## src/rtl/inst_fetch_if.sv

```systemverilog
// Fetch-stage bus: imem read port plus the decode-facing handshake.
// A head word transfers on a rising edge where valid_out & ready_in are both high;
// valid_out, inst_out and pc_out stay stable while valid_out is high and ready_in is low.
interface inst_fetch_if #(
   parameter int DATAPATH_WIDTH  = 64,
   parameter int INST_WIDTH      = 32,
   parameter int INST_ADDR_WIDTH = 9
);
   logic                       imem_rd_en;
   logic [INST_ADDR_WIDTH-1:0] imem_addr;
   logic [INST_WIDTH-1:0]      imem_data_in;
   logic [DATAPATH_WIDTH-1:0]  inst_out;
   logic [INST_ADDR_WIDTH-1:0] pc_out;
   logic                       valid_out;
   logic                       ready_in;

   modport master (
      output imem_rd_en, imem_addr, inst_out, pc_out, valid_out,
      input  imem_data_in, ready_in
   );

   modport slave (
      input  imem_rd_en, imem_addr, inst_out, pc_out, valid_out,
      output imem_data_in, ready_in
   );
endinterface

```

## src/rtl/inst_fetch.sv

```systemverilog
// Instruction fetch stage: PC, 1-cycle imem requests, credit-limited fetch FIFO, branch flush.
// Optional FETCH_PERF_CNT_EN adds fetch_cnt_out / stall_cnt_out counters.
module inst_fetch #(
   parameter int DATAPATH_WIDTH  = 64,
   parameter int INST_WIDTH      = 32,
   parameter int INST_ADDR_WIDTH = 9,
   parameter int BUF_DEPTH       = 2
) (
   input  logic                       clk,
   input  logic                       reset_n,
   input  logic                       run_in,
   input  logic                       branch_en_in,
   input  logic [INST_ADDR_WIDTH-1:0] branch_addr_in,
   inst_fetch_if.master               bus
`ifdef FETCH_PERF_CNT_EN
   ,
   output logic [31:0]                fetch_cnt_out,
   output logic [31:0]                stall_cnt_out
`endif
);
   localparam int CW = $clog2(BUF_DEPTH);
   localparam int AW = INST_ADDR_WIDTH;

   logic [AW-1:0]         pc_q, pc_d;
   logic                  inflight_q, inflight_d;
   logic [AW-1:0]         inflight_pc_q, inflight_pc_d;
   logic [CW-1:0]         rd_ptr_q, rd_ptr_d;
   logic [CW-1:0]         wr_ptr_q, wr_ptr_d;
   logic [CW:0]           count_q, count_d;
   logic [INST_WIDTH-1:0] buf_inst_q [BUF_DEPTH];
   logic [AW-1:0]         buf_pc_q   [BUF_DEPTH];

   logic          valid;
   logic          pop;
   logic          push;
   logic          issue;
   logic [CW+1:0] credit_used;

   assign valid = (count_q != '0);
   assign pop   = valid & bus.ready_in;
   // A returning word lands in the same cycle a branch flushes; it belongs to the old stream.
   assign push  = inflight_q & ~branch_en_in;

   // Counting the inflight word as occupied guarantees its slot exists when it returns.
   assign credit_used = {1'b0, count_q} + (CW+2)'(inflight_q) - (CW+2)'(pop);
   assign issue = reset_n & run_in & ~branch_en_in & (credit_used < (CW+2)'(BUF_DEPTH));

   always_comb begin
      pc_d          = pc_q;
      inflight_d    = issue;
      inflight_pc_d = inflight_pc_q;
      if (branch_en_in) begin
         pc_d = branch_addr_in;
      end else if (issue) begin
         pc_d          = pc_q + AW'(1);
         inflight_pc_d = pc_q;
      end
   end

   always_comb begin
      rd_ptr_d = rd_ptr_q + CW'(pop);
      wr_ptr_d = wr_ptr_q + CW'(push);
      count_d  = count_q + (CW+1)'(push) - (CW+1)'(pop);
      if (branch_en_in) begin
         rd_ptr_d = wr_ptr_q;
         wr_ptr_d = wr_ptr_q;
         count_d  = '0;
      end
   end

   always_ff @(posedge clk or negedge reset_n) begin
      if (!reset_n) begin
         pc_q          <= '0;
         inflight_q    <= 1'b0;
         inflight_pc_q <= '0;
         rd_ptr_q      <= '0;
         wr_ptr_q      <= '0;
         count_q       <= '0;
      end else begin
         pc_q          <= pc_d;
         inflight_q    <= inflight_d;
         inflight_pc_q <= inflight_pc_d;
         rd_ptr_q      <= rd_ptr_d;
         wr_ptr_q      <= wr_ptr_d;
         count_q       <= count_d;
      end
   end

   always_ff @(posedge clk) begin
      if (push) begin
         buf_inst_q[wr_ptr_q] <= bus.imem_data_in;
         buf_pc_q[wr_ptr_q]   <= inflight_pc_q;
      end
   end

   assign bus.imem_rd_en = issue;
   assign bus.imem_addr  = pc_q;
   assign bus.valid_out  = valid;
   // Outputs are forced to zero when empty so reset and flush present a clean head.
   assign bus.inst_out   = valid ? {{(DATAPATH_WIDTH-INST_WIDTH){1'b0}}, buf_inst_q[rd_ptr_q]}
                                 : '0;
   assign bus.pc_out     = valid ? buf_pc_q[rd_ptr_q] : '0;

`ifdef FETCH_PERF_CNT_EN
   logic [31:0] fetch_cnt_q, stall_cnt_q;

   always_ff @(posedge clk or negedge reset_n) begin
      if (!reset_n) begin
         fetch_cnt_q <= '0;
         stall_cnt_q <= '0;
      end else begin
         fetch_cnt_q <= fetch_cnt_q + 32'(pop);
         stall_cnt_q <= stall_cnt_q + 32'(valid & ~bus.ready_in);
      end
   end

   assign fetch_cnt_out = fetch_cnt_q;
   assign stall_cnt_out = stall_cnt_q;
`endif
endmodule

```

## src/flat_wrapper.sv

```systemverilog
// flat-port wrapper written by rule: the top's interface ports become plain ports
module inst_fetch_flat 
#(
   parameter int DATAPATH_WIDTH  = 64,
   parameter int INST_WIDTH      = 32,
   parameter int INST_ADDR_WIDTH = 9,
   parameter int BUF_DEPTH       = 2
)
  (clk, reset_n, run_in, branch_en_in, branch_addr_in, bus_imem_rd_en, bus_imem_addr, bus_inst_out, bus_pc_out, bus_valid_out, bus_imem_data_in, bus_ready_in);
  inst_fetch_if #(.DATAPATH_WIDTH(DATAPATH_WIDTH), .INST_WIDTH(INST_WIDTH), .INST_ADDR_WIDTH(INST_ADDR_WIDTH)) bus_i ();
  input  logic clk;
  input  logic reset_n;
  input  logic run_in;
  input  logic branch_en_in;
  input  logic [INST_ADDR_WIDTH-1:0] branch_addr_in;
  output wire logic [$bits(bus_i.imem_rd_en)-1:0] bus_imem_rd_en;
  output wire logic [$bits(bus_i.imem_addr)-1:0] bus_imem_addr;
  output wire logic [$bits(bus_i.inst_out)-1:0] bus_inst_out;
  output wire logic [$bits(bus_i.pc_out)-1:0] bus_pc_out;
  output wire logic [$bits(bus_i.valid_out)-1:0] bus_valid_out;
  input wire logic [$bits(bus_i.imem_data_in)-1:0] bus_imem_data_in;
  input wire logic [$bits(bus_i.ready_in)-1:0] bus_ready_in;
  assign bus_imem_rd_en = bus_i.imem_rd_en;
  assign bus_imem_addr = bus_i.imem_addr;
  assign bus_inst_out = bus_i.inst_out;
  assign bus_pc_out = bus_i.pc_out;
  assign bus_valid_out = bus_i.valid_out;
  assign bus_i.imem_data_in = bus_imem_data_in;
  assign bus_i.ready_in = bus_ready_in;
  inst_fetch #(.DATAPATH_WIDTH(DATAPATH_WIDTH), .INST_WIDTH(INST_WIDTH), .INST_ADDR_WIDTH(INST_ADDR_WIDTH), .BUF_DEPTH(BUF_DEPTH)) u_core (.clk(clk), .reset_n(reset_n), .run_in(run_in), .branch_en_in(branch_en_in), .branch_addr_in(branch_addr_in), .bus(bus_i));
endmodule
```

## config.mk

```make
export PLATFORM = sky130hd
export DESIGN_NAME = inst_fetch_flat
export DESIGN_NICKNAME = d
export VERILOG_FILES = /design/src/rtl/inst_fetch_if.sv /design/src/rtl/inst_fetch.sv /design/src/flat_wrapper.sv
export SDC_FILE = /design/constraint.sdc
export NUM_CORES = 1
export LEC_CHECK = 0
export ABC_AREA = 1
export ABC_CLOCK_PERIOD_IN_PS = 2710
export CAP_MARGIN = 20
export CORE_MARGIN = 5
export CORE_UTILIZATION = 48
export DETAILED_ROUTE_END_ITERATION = 6
export PLACE_DENSITY_LB_ADDON = 0.25
export REMOVE_ABC_BUFFERS = 1
export SYNTH_ARGS = -nofsm -noshare
export SYNTH_HDL_FRONTEND = slang
export SYNTH_SLANG_ARGS = --single-unit
```

## constraint.sdc

```tcl
create_clock -name clk -period 2.71 [get_ports clk]
set_input_delay 0.542 -clock clk [delete_from_list [all_inputs] [get_ports clk]]
set_output_delay 0.542 -clock clk [all_outputs]
set_load 0.005 [all_outputs]
```

# [After elaboration in Yosys (flattened, before gate mapping)]
# Memories as Yosys holds them, arrays and structs flattened.
# Cells that the tools add are included.
[totals] mem_bits_rw=82 regBits=23 memories=2
[op_classes] reduce_logical=3 order_cmp=1 addsub=7 n_mux=8 bitwise=6
[mem_list] memory="u_core.buf_inst_q" words=2 width=32 read_ports=1 rd_clocked_by_memory_dff=0 wr=1 line_no="inst_fetch.sv:30" text="logic [INST_WIDTH-1:0] buf_inst_q [BUF_DEPTH];"
[mem_list] memory="u_core.buf_pc_q" words=2 width=9 read_ports=1 rd_clocked_by_memory_dff=0 wr=1 line_no="inst_fetch.sv:31" text="logic [AW-1:0] buf_pc_q [BUF_DEPTH];"
[op_table] cell="$mux 32" count=1
[op_table] cell="$mux 9" count=3
[op_table] cell="$add 9x1->9 const B" count=1
[op_table] cell="$and 1x1->1" count=5
[op_table] cell="$reduce_bool 2->1" count=2
[op_table] cell="$add 2x1->3" count=1
[op_table] cell="$lt 3x2->1 const B" count=1
[op_table] cell="$mux 1" count=3
[op_table] cell="$sub 3x1->3" count=1
[op_table] cell="$add 1x1->1" count=2
[op_table] cell="$add 2x1->2" count=1
[op_table] cell="$mux 2" count=1
[op_table] cell="$reduce_and 2->1" count=1
[op_table] cell="$sub 2x1->2" count=1
[op_table] cell="$not 1->1" count=1

# [Depth between registers and ports, before layout]
# Gate-level depths: netlist of run 1.
[depth] ltp_word=7 mapped_depth=13 mapped_depth_nobuf=13

# [Least setup slack after synthesis of run 1]
# OpenSTA, ideal clock, no wires.
[synth_path] kind="in2reg" start="input branch_en_in" end="memory u_core.buf_inst_q[0][0] (enable)" path_slack_ns=0.192 path_stages=4 arrival_ns=2.116 setup_time_ns=0.402 path_buffers=2 path_cell_list="buf_6 > clkbuf_1 > nor2_1 > ha_1"
[synth_between] elab_chain_len=4
[synth_rtl] element="start, declared" line_no="flat_wrapper.sv:14" text="input logic branch_en_in;"
[synth_rtl] element="$not 1->1 (no line)"
[synth_rtl] element="$and 1x1->1" line_no="inst_fetch.sv:42" text="assign push = inflight_q & ~branch_en_in;"
[synth_rtl] element="$mux 1" line_no="inst_fetch.sv:90" text="if (push) begin"
[synth_rtl] element="$mux 1 (not written as such)" line_no="inst_fetch.sv:91" text="buf_inst_q[wr_ptr_q] <= bus.imem_data_in;"
[synth_rtl] element="end, declared" line_no="inst_fetch.sv:30"
# No other way between the ends.

# [Worst setup path in the final report of run 1]
[layout_path] start="register u_core.count_q[0]" end="output bus_imem_rd_en"
[layout_between] elab_chain_len=5 word_cells_on_any_way=6 cone_classes="2 x add/sub; 1 x order compare; 2 x bitwise; 1 x reduce/logical"
[layout_rtl] element="start, declared" line_no="inst_fetch.sv:29" text="logic [CW:0] count_q, count_d;"
[layout_rtl] element="start signal, assigned" line_no="inst_fetch.sv:85" text="count_q <= count_d;"
[layout_rtl] element="branches (longest 2 deep; another with $add 2x1->3)"
[layout_rtl] element="$sub 3x1->3 (*)" line_no="inst_fetch.sv:45" text="assign credit_used = {1'b0, count_q} + (CW+2)'(inflight_q) - (CW+2)'(pop);"
[layout_rtl] element="$lt 3x2->1 (*)" line_no="inst_fetch.sv:46" text="assign issue = reset_n & run_in & ~branch_en_in & (credit_used < (CW+2)'(BUF_DEPTH));"
[layout_rtl] element="$and 1x1->1 (*)" line_no="inst_fetch.sv:46"
[layout_rtl] element="end, declared" line_no="flat_wrapper.sv:16" text="output wire logic [$bits(bus_i.imem_rd_en)-1:0] bus_imem_rd_en;"
# Every way passes the cells marked *.

==> metrics list, run 1 <==
- Status: complete, no violations
- The tree built by TritonCTS fans out to approximately 110 sinks.
- Max-cap violations in this run came to 0.
- The final-report max-slew violation count is 0.
* Clk buf depth: 2
- Num CTS Buffers: 9
- Relative contribution of the clock network to total power: 0.262
- From synthesis to final layout, the design area changed by 28.6%.
* Combinational power share: 0.169
- The die covers 11600 µm².
* CP required: 2.17 ns
* Global-route usage over all layers: 0.169
* Type of the worst setup path: flip-flop to output port
- Combined area of the multi-input logic cells: approximately 1300 µm²
* Post-route ant nets: 0
- Hold buffer count at cts: 0
- Global placement routability congestion: ~0.80
* Synth top area cells: edfxtp_1 54%, dfrtp_1 13%, nand2_1 11%
- The die is ~110 µm wide.
- Effective utilization at floorplan: 0.495
* Total length of routed wires: about 9600 µm
- Initial detailed-routing violation count: between 150 and 200
- Power after layout: ~3.3 mW
* Cell leakage power: between 2 and 2.5 nW
* Fin crit period: ~2.7 ns
* Portion of the post-synthesis area used by sequential elements: 0.662
- The setup check on the worst reg-to-reg path leaves a slack of about 0.43 ns.
- Power spent charging and discharging nets: between 0.9 and 1 mW
- Critical R2R Launch: u_core.count_q[0]
* Worst hold path cell count: 0
- Share of synthesized registers carrying an async set or reset: 0.219
- Drt wl/cell: 14.5 µm
* Setup violations, final: 0
- Max FO, Critical Path: 3
- Across the VDD grid, the largest voltage drop is 0.000294 V.
- Final Net Count: between 500 and 600
- After detailed routing, the number of vias per cell comes to just under 5.
* Crit path DAT: 2.14 ns
- The wire-length estimate of the detail-placed layout is about 6300 µm.
* Post-Route Skew: 0.00971 ns
- Average footprint of a synthesized cell: about 11 µm²
- Setup repair after global routing could not meet its margin everywhere.
- DRC violation count after routing: 0
* Count of flip-flops with a built-in enable after synthesis: 82
- Final hold slack: between 0.4 and 0.5 ns
* Net switching share of the total power: 0.270
- Synthesis inferred about 110 register bits.
- Of all cell types, the one taking the most synthesized area is edfxtp_1.
* Int Pwr: 2.43 mW
- Clock tree from TritonCTS: built
- Fraction of final layout cells with drive strength greater than 1: 0.105
- Remaining global-route overflow: 0
* Antenna violations before repair: 0
* Maximum level of the CTS H-tree: 3
* First-pass iteration count of the detailed router: 6
* Top cell type's share of synthesized area: 0.536
- Crit end category: output port
- Based on the critical path, the design can be clocked at up to ~370 MHz.
* Clock tree root driver cell: clkbuf_8
* Clock transition at path regs: about 0.09 ns
- For this design the ratio of total power to cell area is between 500 and 600 nW/µm².
- The startpoint identified for the worst hold timing path is u_core.inflight_pc_q[4].
- Top-level I/O count: between 100 and 150
- Startpoint type of the worst setup path: flip-flop
- In the final timing run, aggregate negative setup slack is 0 ns.
* Count of distinct cell types in the synthesized netlist: 25
- Port bufs: 97
* Placeable Area: a little over 9000 µm²
- Row generation in the floorplan step produced 35 rows.
- Synthesized netlist cell count: around 420
- Detailed routing inserted a total of 3199 vias.
* R2R Path End: u_core.bus.imem_addr[4]
* Fillers: 765
- Measured along the y axis, the die boundary spans roughly 110 µm.
* Final hold vios: 0
- For this run, the leading register cell type out of synthesis is edfxtp_1.
- Of the total power, registers draw 0.569.
- The via count of the first global-routing pass was ~3200.
- The later pin in the worst-skew pair is clocked with a latency of between 0.3 and 0.4 ns.
- The tightest min-delay check is of the flip-flop to flip-flop type.
- Largest net degree at the start of global routing: 43
- The first global-routing pass estimated between 15000 and 20000 µm of wire.
- For this run, the number of Yosys warnings is 0.
- Hold path endpoint: u_core.buf_pc_q[0][4]
* Antenna fix cells: 0
- Cell area after synthesis: ~4600 µm²
* Area taken by flip-flops and latches: about 3000 µm²
- Of the available clock period, the critical path in the final layout requires 0.990.
- For the worst flop-to-flop path, the logic depth is 14.
## registers in the layout (all words and copies together), names as in the netlist
register and cells:
u_core.buf_pc_q 18, u_core.buf_inst_q 64, u_core.wr_ptr_q 1, u_core.inflight_q 1, u_core.count_q 2, u_core.inflight_pc_q 9
u_core.bus.imem_addr 9, u_core.rd_ptr_q 1
## worst max-delay path by stage
stage	slack, ns	start	cells after the start	endpoint
finish	0.03	u_core.count_q[0]	11	bus_imem_rd_en
global route	-0.09	u_core.count_q[0]	11	bus_imem_rd_en
CTS	-0.03	u_core.count_q[1]	11	bus_imem_rd_en
detailed placement	-0.63	bus_ready_in	12	bus_imem_rd_en
global placement	-0.56	bus_ready_in	12	bus_imem_rd_en
floorplan	-0.40	u_core.count_q[1]	9	bus_imem_rd_en
## logic make-up (layout without fill, tap and decap cells)
kind of cell,Yosys count,in the layout,synth area share
AOI/OAI and AO/OA,55,55,0.0659
other,1,32,0.000817
xor gates and xnor gates,2,2,0.00382
DFF,105,105,0.662
and+or+nand+nor,183,183,0.158
buffers and inverters,71,152,0.0943
adders and majority gates,5,5,0.0153
## power by group through the flow
stage | logic, mW | clock network, mW | registers (mW)
2_1_floorplan | 0.243 | 0 | 1.95
3_3_place_gp | 0.540 | 0 | 1.93
3_5_place_dp | 0.558 | 0 | 1.93
4_1_cts | 0.562 | 0.908 | 1.90
5_1_grt | 0.633 | 0.982 | 1.91
6_report | 0.564 | 0.873 | 1.90
## critical path: stages, from the launching register on
cell and delay [ns]:
dfrtp_1 0.42, nor2_4 0.14, nor2_4 0.05, buf_6 0.12
nor2_4 0.08, o21ai_2 0.07, fa_1 0.52, nand2_2 0.08
inv_2 0.06, nand2_2 0.06, nor2_4 0.09, buf_2 0.12
## per-stage QoR
| stage | area, µm² | worst slack (ns) | std cells | util |
|---|---|---|---|---|
| global route | 5910 | -0.0922 | 663 | 0.636 |
| detailed placement | 5670 | -0.627 | 645 | 0.611 |
| finish | 5910 | 0.0274 | 663 | 0.636 |
| floorplan | 4360 | -0.396 | 403 | - |
| CTS | 5880 | -0.0312 | 663 | 0.633 |
| global placement | 5670 | -0.560 | 645 | 0.611 |
## cell type report
type / count / share of cell area
repair buffers: 115 / 0.197
multi-input cells: 277 / 0.217
clock buffers: 10 / 0.0216
clock inverters: 6 / 0.00890
well taps: 129 / 0.0273
inverters: 21 / 0.0144
flip-flops and latches: 105 / 0.514
## cell usage in the layout, fill, tap and decap left out, types with 2 or more instances in the layout
cell / count
o21ai_0: 5
xor2_1: 2
clkbuf_8: 9
ha_1: 2
nand2_2: 3
ha_2: 2
edfxtp_1: 82
buf_12: 4
buf_4: 11
inv_8: 2
inv_2: 3
nand2_1: 136
a21oi_1: 41
buf_6: 3
inv_1: 16
o21ai_2: 7
conb_1: 32
nor2_1: 16
nor2_4: 5
clkdlybuf4s50_1: 95
nand3_1: 22
dfrtp_1: 23
clkinv_4: 3
## metal layers
metal  GRT usage  up-vias  wire length, µm
met5           0        -                0
met4      0.0451        0              133
met3      0.0408       14              640
met2       0.297      105             4840
met1       0.209     1522             3980
li1            -     1558                -
## timing repair
item / CTS / global route
resized for setup: 11 / 8
pin swaps: 6 / 5
endpoints found under the hold margin: 0 / 0
cloned: 0 / 0
setup buffers: 3 / 2
endpoints found under the setup margin: 1 / 29
## synth_stat cells, types with 2 or more instances
cell type  instances
nor2_2             4
buf_6              4
inv_2              2
a21oi_1           41
o21ai_0            5
o21ai_2            6
nor2_1            18
buf_4             32
nand3_1           22
xor2_1             2
nand2_1          138
dfrtp_1           23
buf_2             11
edfxtp_1          82
inv_1             17
ha_1               4
clkbuf_1           3
(Power assumes the default switching activity.)
==> run 2, diff against run 1 <==
--- a/config.mk
+++ b/config.mk
@@ -8,7 +8,7 @@
 export ABC_AREA = 1
 export ABC_CLOCK_PERIOD_IN_PS = 2710
 export CAP_MARGIN = 20
-export CORE_MARGIN = 5
+export CORE_MARGIN = 2
 export CORE_UTILIZATION = 48
 export DETAILED_ROUTE_END_ITERATION = 6
 export PLACE_DENSITY_LB_ADDON = 0.25
==> run 2 against run 1 <==
Compared with the run above: setup slack better by 0.015 ns; clock skew shrank 0.0012 ns; critical path type is now flip-flop to flip-flop; via count down 0.53%; highest routed layer unchanged; critical path depth increased by 7; wire length rose by 0.17%; first-iteration DRC count shrank 17%.
==> metrics list, run 2 (synthesis results as in run 1) <==
- The top cell types in the final layout, fill and taps aside, are 128 x nand2_1, 95 x clkdlybuf4s50_1, 82 x edfxtp_1.
- Excluding fillers, the count of instances in the completed layout stands at about 670.
* Port bufs: between 90 and 100
- Post-route fraction of the period consumed by the critical path: 0.984
- Startpoint type of the worst setup path: flip-flop
* Vias in the first global route: around 3100
- Hold is met by 0.492 ns.
* Top-level I/O count: 130
* Worst setup timing slack at the placement stage: -0.670 ns
- Placeable Area: approximately 9000 µm²
- The largest registers in the layout are u_core.buf_inst_q (64), u_core.buf_pc_q (18).
* DRC violation count after routing: 0
- In this run the most critical hold path is launched from u_core.inflight_pc_q[0].
- The detailed router finished its first iteration with around 150 violations.
- FF-to-FF setup slack: around 0.042 ns
- Leaving out fill and tap cells, the most frequent cell in the layout is nand2_1.
- Along the worst path, the maximum fanout reaches 6.
- Relative contribution of the clock network to total power: 0.255
* Setup violations, final: 0
- Maximum level of the CTS H-tree: 3
- The total count of hold-check failures in the final report was 0.
- Final Net Count: 586
- 0 antenna diodes ended up in the layout.
- Dividing the detail-routed wire length by the instance count gives between 10 and 15 µm.
- The first global-routing pass estimated about 14000 µm of wire.
- Clk buf depth: 2
- Once layout is done, the placed cells without fillers occupy ~6100 µm².
- Path class of the lowest-slack min-delay path: flip-flop to flip-flop
- TritonCTS built the clock tree.
- Across every metal layer, demand over resource in global routing totals 0.182.
- Total via count after detailed routing: about 3200
* Chip Width: 102 µm
- Along the worst hold path, the cell count comes to 0.
- RSZ-0062 raised after global routing: true
- Of the total power, the share spent switching nets is 0.271.
- Avg Vias per Cell: ~4.8
- Power spent charging and discharging nets: 0.906 mW
* Crit path DAT: 2.96 ns
- Largest net degree at the start of global routing: 43
- CP required: 3.01 ns
* Clk Latency, worst-skew pair: ~0.36 ns
- Remaining global-route overflow: 0
- Counting every sink on the clock net gives between 100 and 150.
* Fraction of final layout cells with drive strength greater than 1: 0.148
* Crit path setup slack, layout: roughly 0.042 ns
* Type of the worst setup path: flip-flop to flip-flop
- More flip-flops sit in one register than any other, and that register is u_core.buf_inst_q.
* Final HPWL DP: about 6000 µm
* Total length of routed wires: 9610 µm
- For this configuration, the core starts out at a cell density of 0.497.
- Power Density: approximately 550 nW/µm²
- The filler cells instantiated in the layout total approximately 750.
* FMAX: 375 MHz
- Int Pwr: 2.44 mW
* Die Height: about 100 µm
- Die outline area: 10400 µm²
- Counting cells, the worst reg-to-reg path comes to 18.
- The worst path needs 2.67 ns of the cycle, external delays included.
- After detailed placement, the design holds a cell count of roughly 640.
- The final-report max-slew violation count was 0.
- STA classifies the critical path endpoint as a flip-flop.
* Antenna violations before repair: 0
* Critical R2R Launch: u_core.count_q[0]
- Global placement routability congestion: about 0.81
- Peak supply drop: approximately 0.00032 V
* Clock tree root driver cell: clkbuf_8
- Post-Route Skew: between 0.008 and 0.009 ns
* Final core utilization: 0.656
- Flip-flop count of the largest register after layout: between 60 and 70
- Buffers inserted during clock tree synthesis total 9.
- First-pass iteration count of the detailed router: 4
* Cell leakage power: between 2 and 2.5 nW
- The worst register-to-register path ends at u_core.bus.imem_addr[4].
- Std-Cell Rows: 35
- Sequential share of power: 0.570
* Clock transition at path regs: ~0.090 ns
* Post-placement cell area: roughly 5700 µm²
* Status: complete, no violations
- The path with the worst hold slack has its endpoint at u_core.buf_pc_q[0][0].
- In this run the remaining antenna-violating nets after routing total 0.
- The share of total power dissipated in combinational logic is 0.175.
* Max capacitance violation total: 0
- Area growth syn-to-layout: 32.1%
run 2: cell type report:
cell class | count | area, µm² | share of cell area
Inverter | 21 | 85.1 | 0.0140
Multi-Input combinational cell | 277 | 1370 | 0.225
Timing Repair Buffer | 121 | 1240 | 0.205
Clock buffer | 11 | 131 | 0.0217
Sequential cell | 105 | 3040 | 0.501
Clock inverter | 5 | 41.3 | 0.00681
Tap cell | 129 | 161 | 0.0266
run 2: power groups by stage:
stage	sequential [mW]	clock [mW]	combinational, mW
6_report	1.91	0.854	0.587
5_1_grt	1.92	0.944	0.658
4_1_cts	1.90	0.883	0.563
3_5_place_dp	1.93	0	0.551
3_3_place_gp	1.93	0	0.535
2_1_floorplan	1.95	0	0.243
run 2: routing by layer:
layer | share of wire | wire [µm] | vias to the layer above | track usage
li1 | - | - | 1567 | -
met1 | 0.40 | 3880 | 1516 | 0.226
met2 | 0.52 | 4980 | 89 | 0.314
met3 | 0.066 | 639 | 10 | 0.0438
met4 | 0.012 | 113 | 0 | 0.0605
met5 | 0 | 0 | - | 0
run 2: per-stage QoR:
step	power [mW]	TNS, ns
after global placement	2.46	-0.665
after global routing	3.52	-0.409
after detailed placement	2.48	-2.29
after CTS	3.34	-0.0652
after floorplan	2.19	-2.49
final	3.35	0
run 2: repair_timing:
item | 4_1_cts | 5_1_grt
pin swaps | 7 | 8
endpoints found under the setup margin | 1 | 44
hold buffers | 0 | 0
gates cloned | 0 | 2
setup buffers | 6 | 2
gates resized for setup | 12 | 29
run 2: how the worst max path moves through the flow:
stage                            from                       to  slack (ns)  cells past startpoint
detailed placement       bus_ready_in           bus_imem_rd_en       -0.67                     12
finish              u_core.count_q[0]  u_core.bus.imem_addr[4]        0.04                     18
global placement         bus_ready_in           bus_imem_rd_en       -0.58                     12
CTS                 u_core.count_q[1]           bus_imem_rd_en       -0.07                     11
global route        u_core.count_q[0]  u_core.bus.imem_addr[4]       -0.07                     18
floorplan           u_core.count_q[1]           bus_imem_rd_en       -0.40                      9
run 2: worst max-delay path: stages, from the launching register on:
cell	delay (ns)
dfrtp_1	0.41
nor2_4	0.15
nor2_4	0.05
inv_2	0.07
nor2_4	0.04
buf_6	0.11
fa_1	0.51
nand2_2	0.07
buf_4	0.13
buf_4	0.12
buf_4	0.13
buf_4	0.12
buf_4	0.13
nor2_4	0.09
nand2_4	0.10
buf_12	0.16
nor2_4	0.07
nand2_1	0.06
nand3_1	0.07
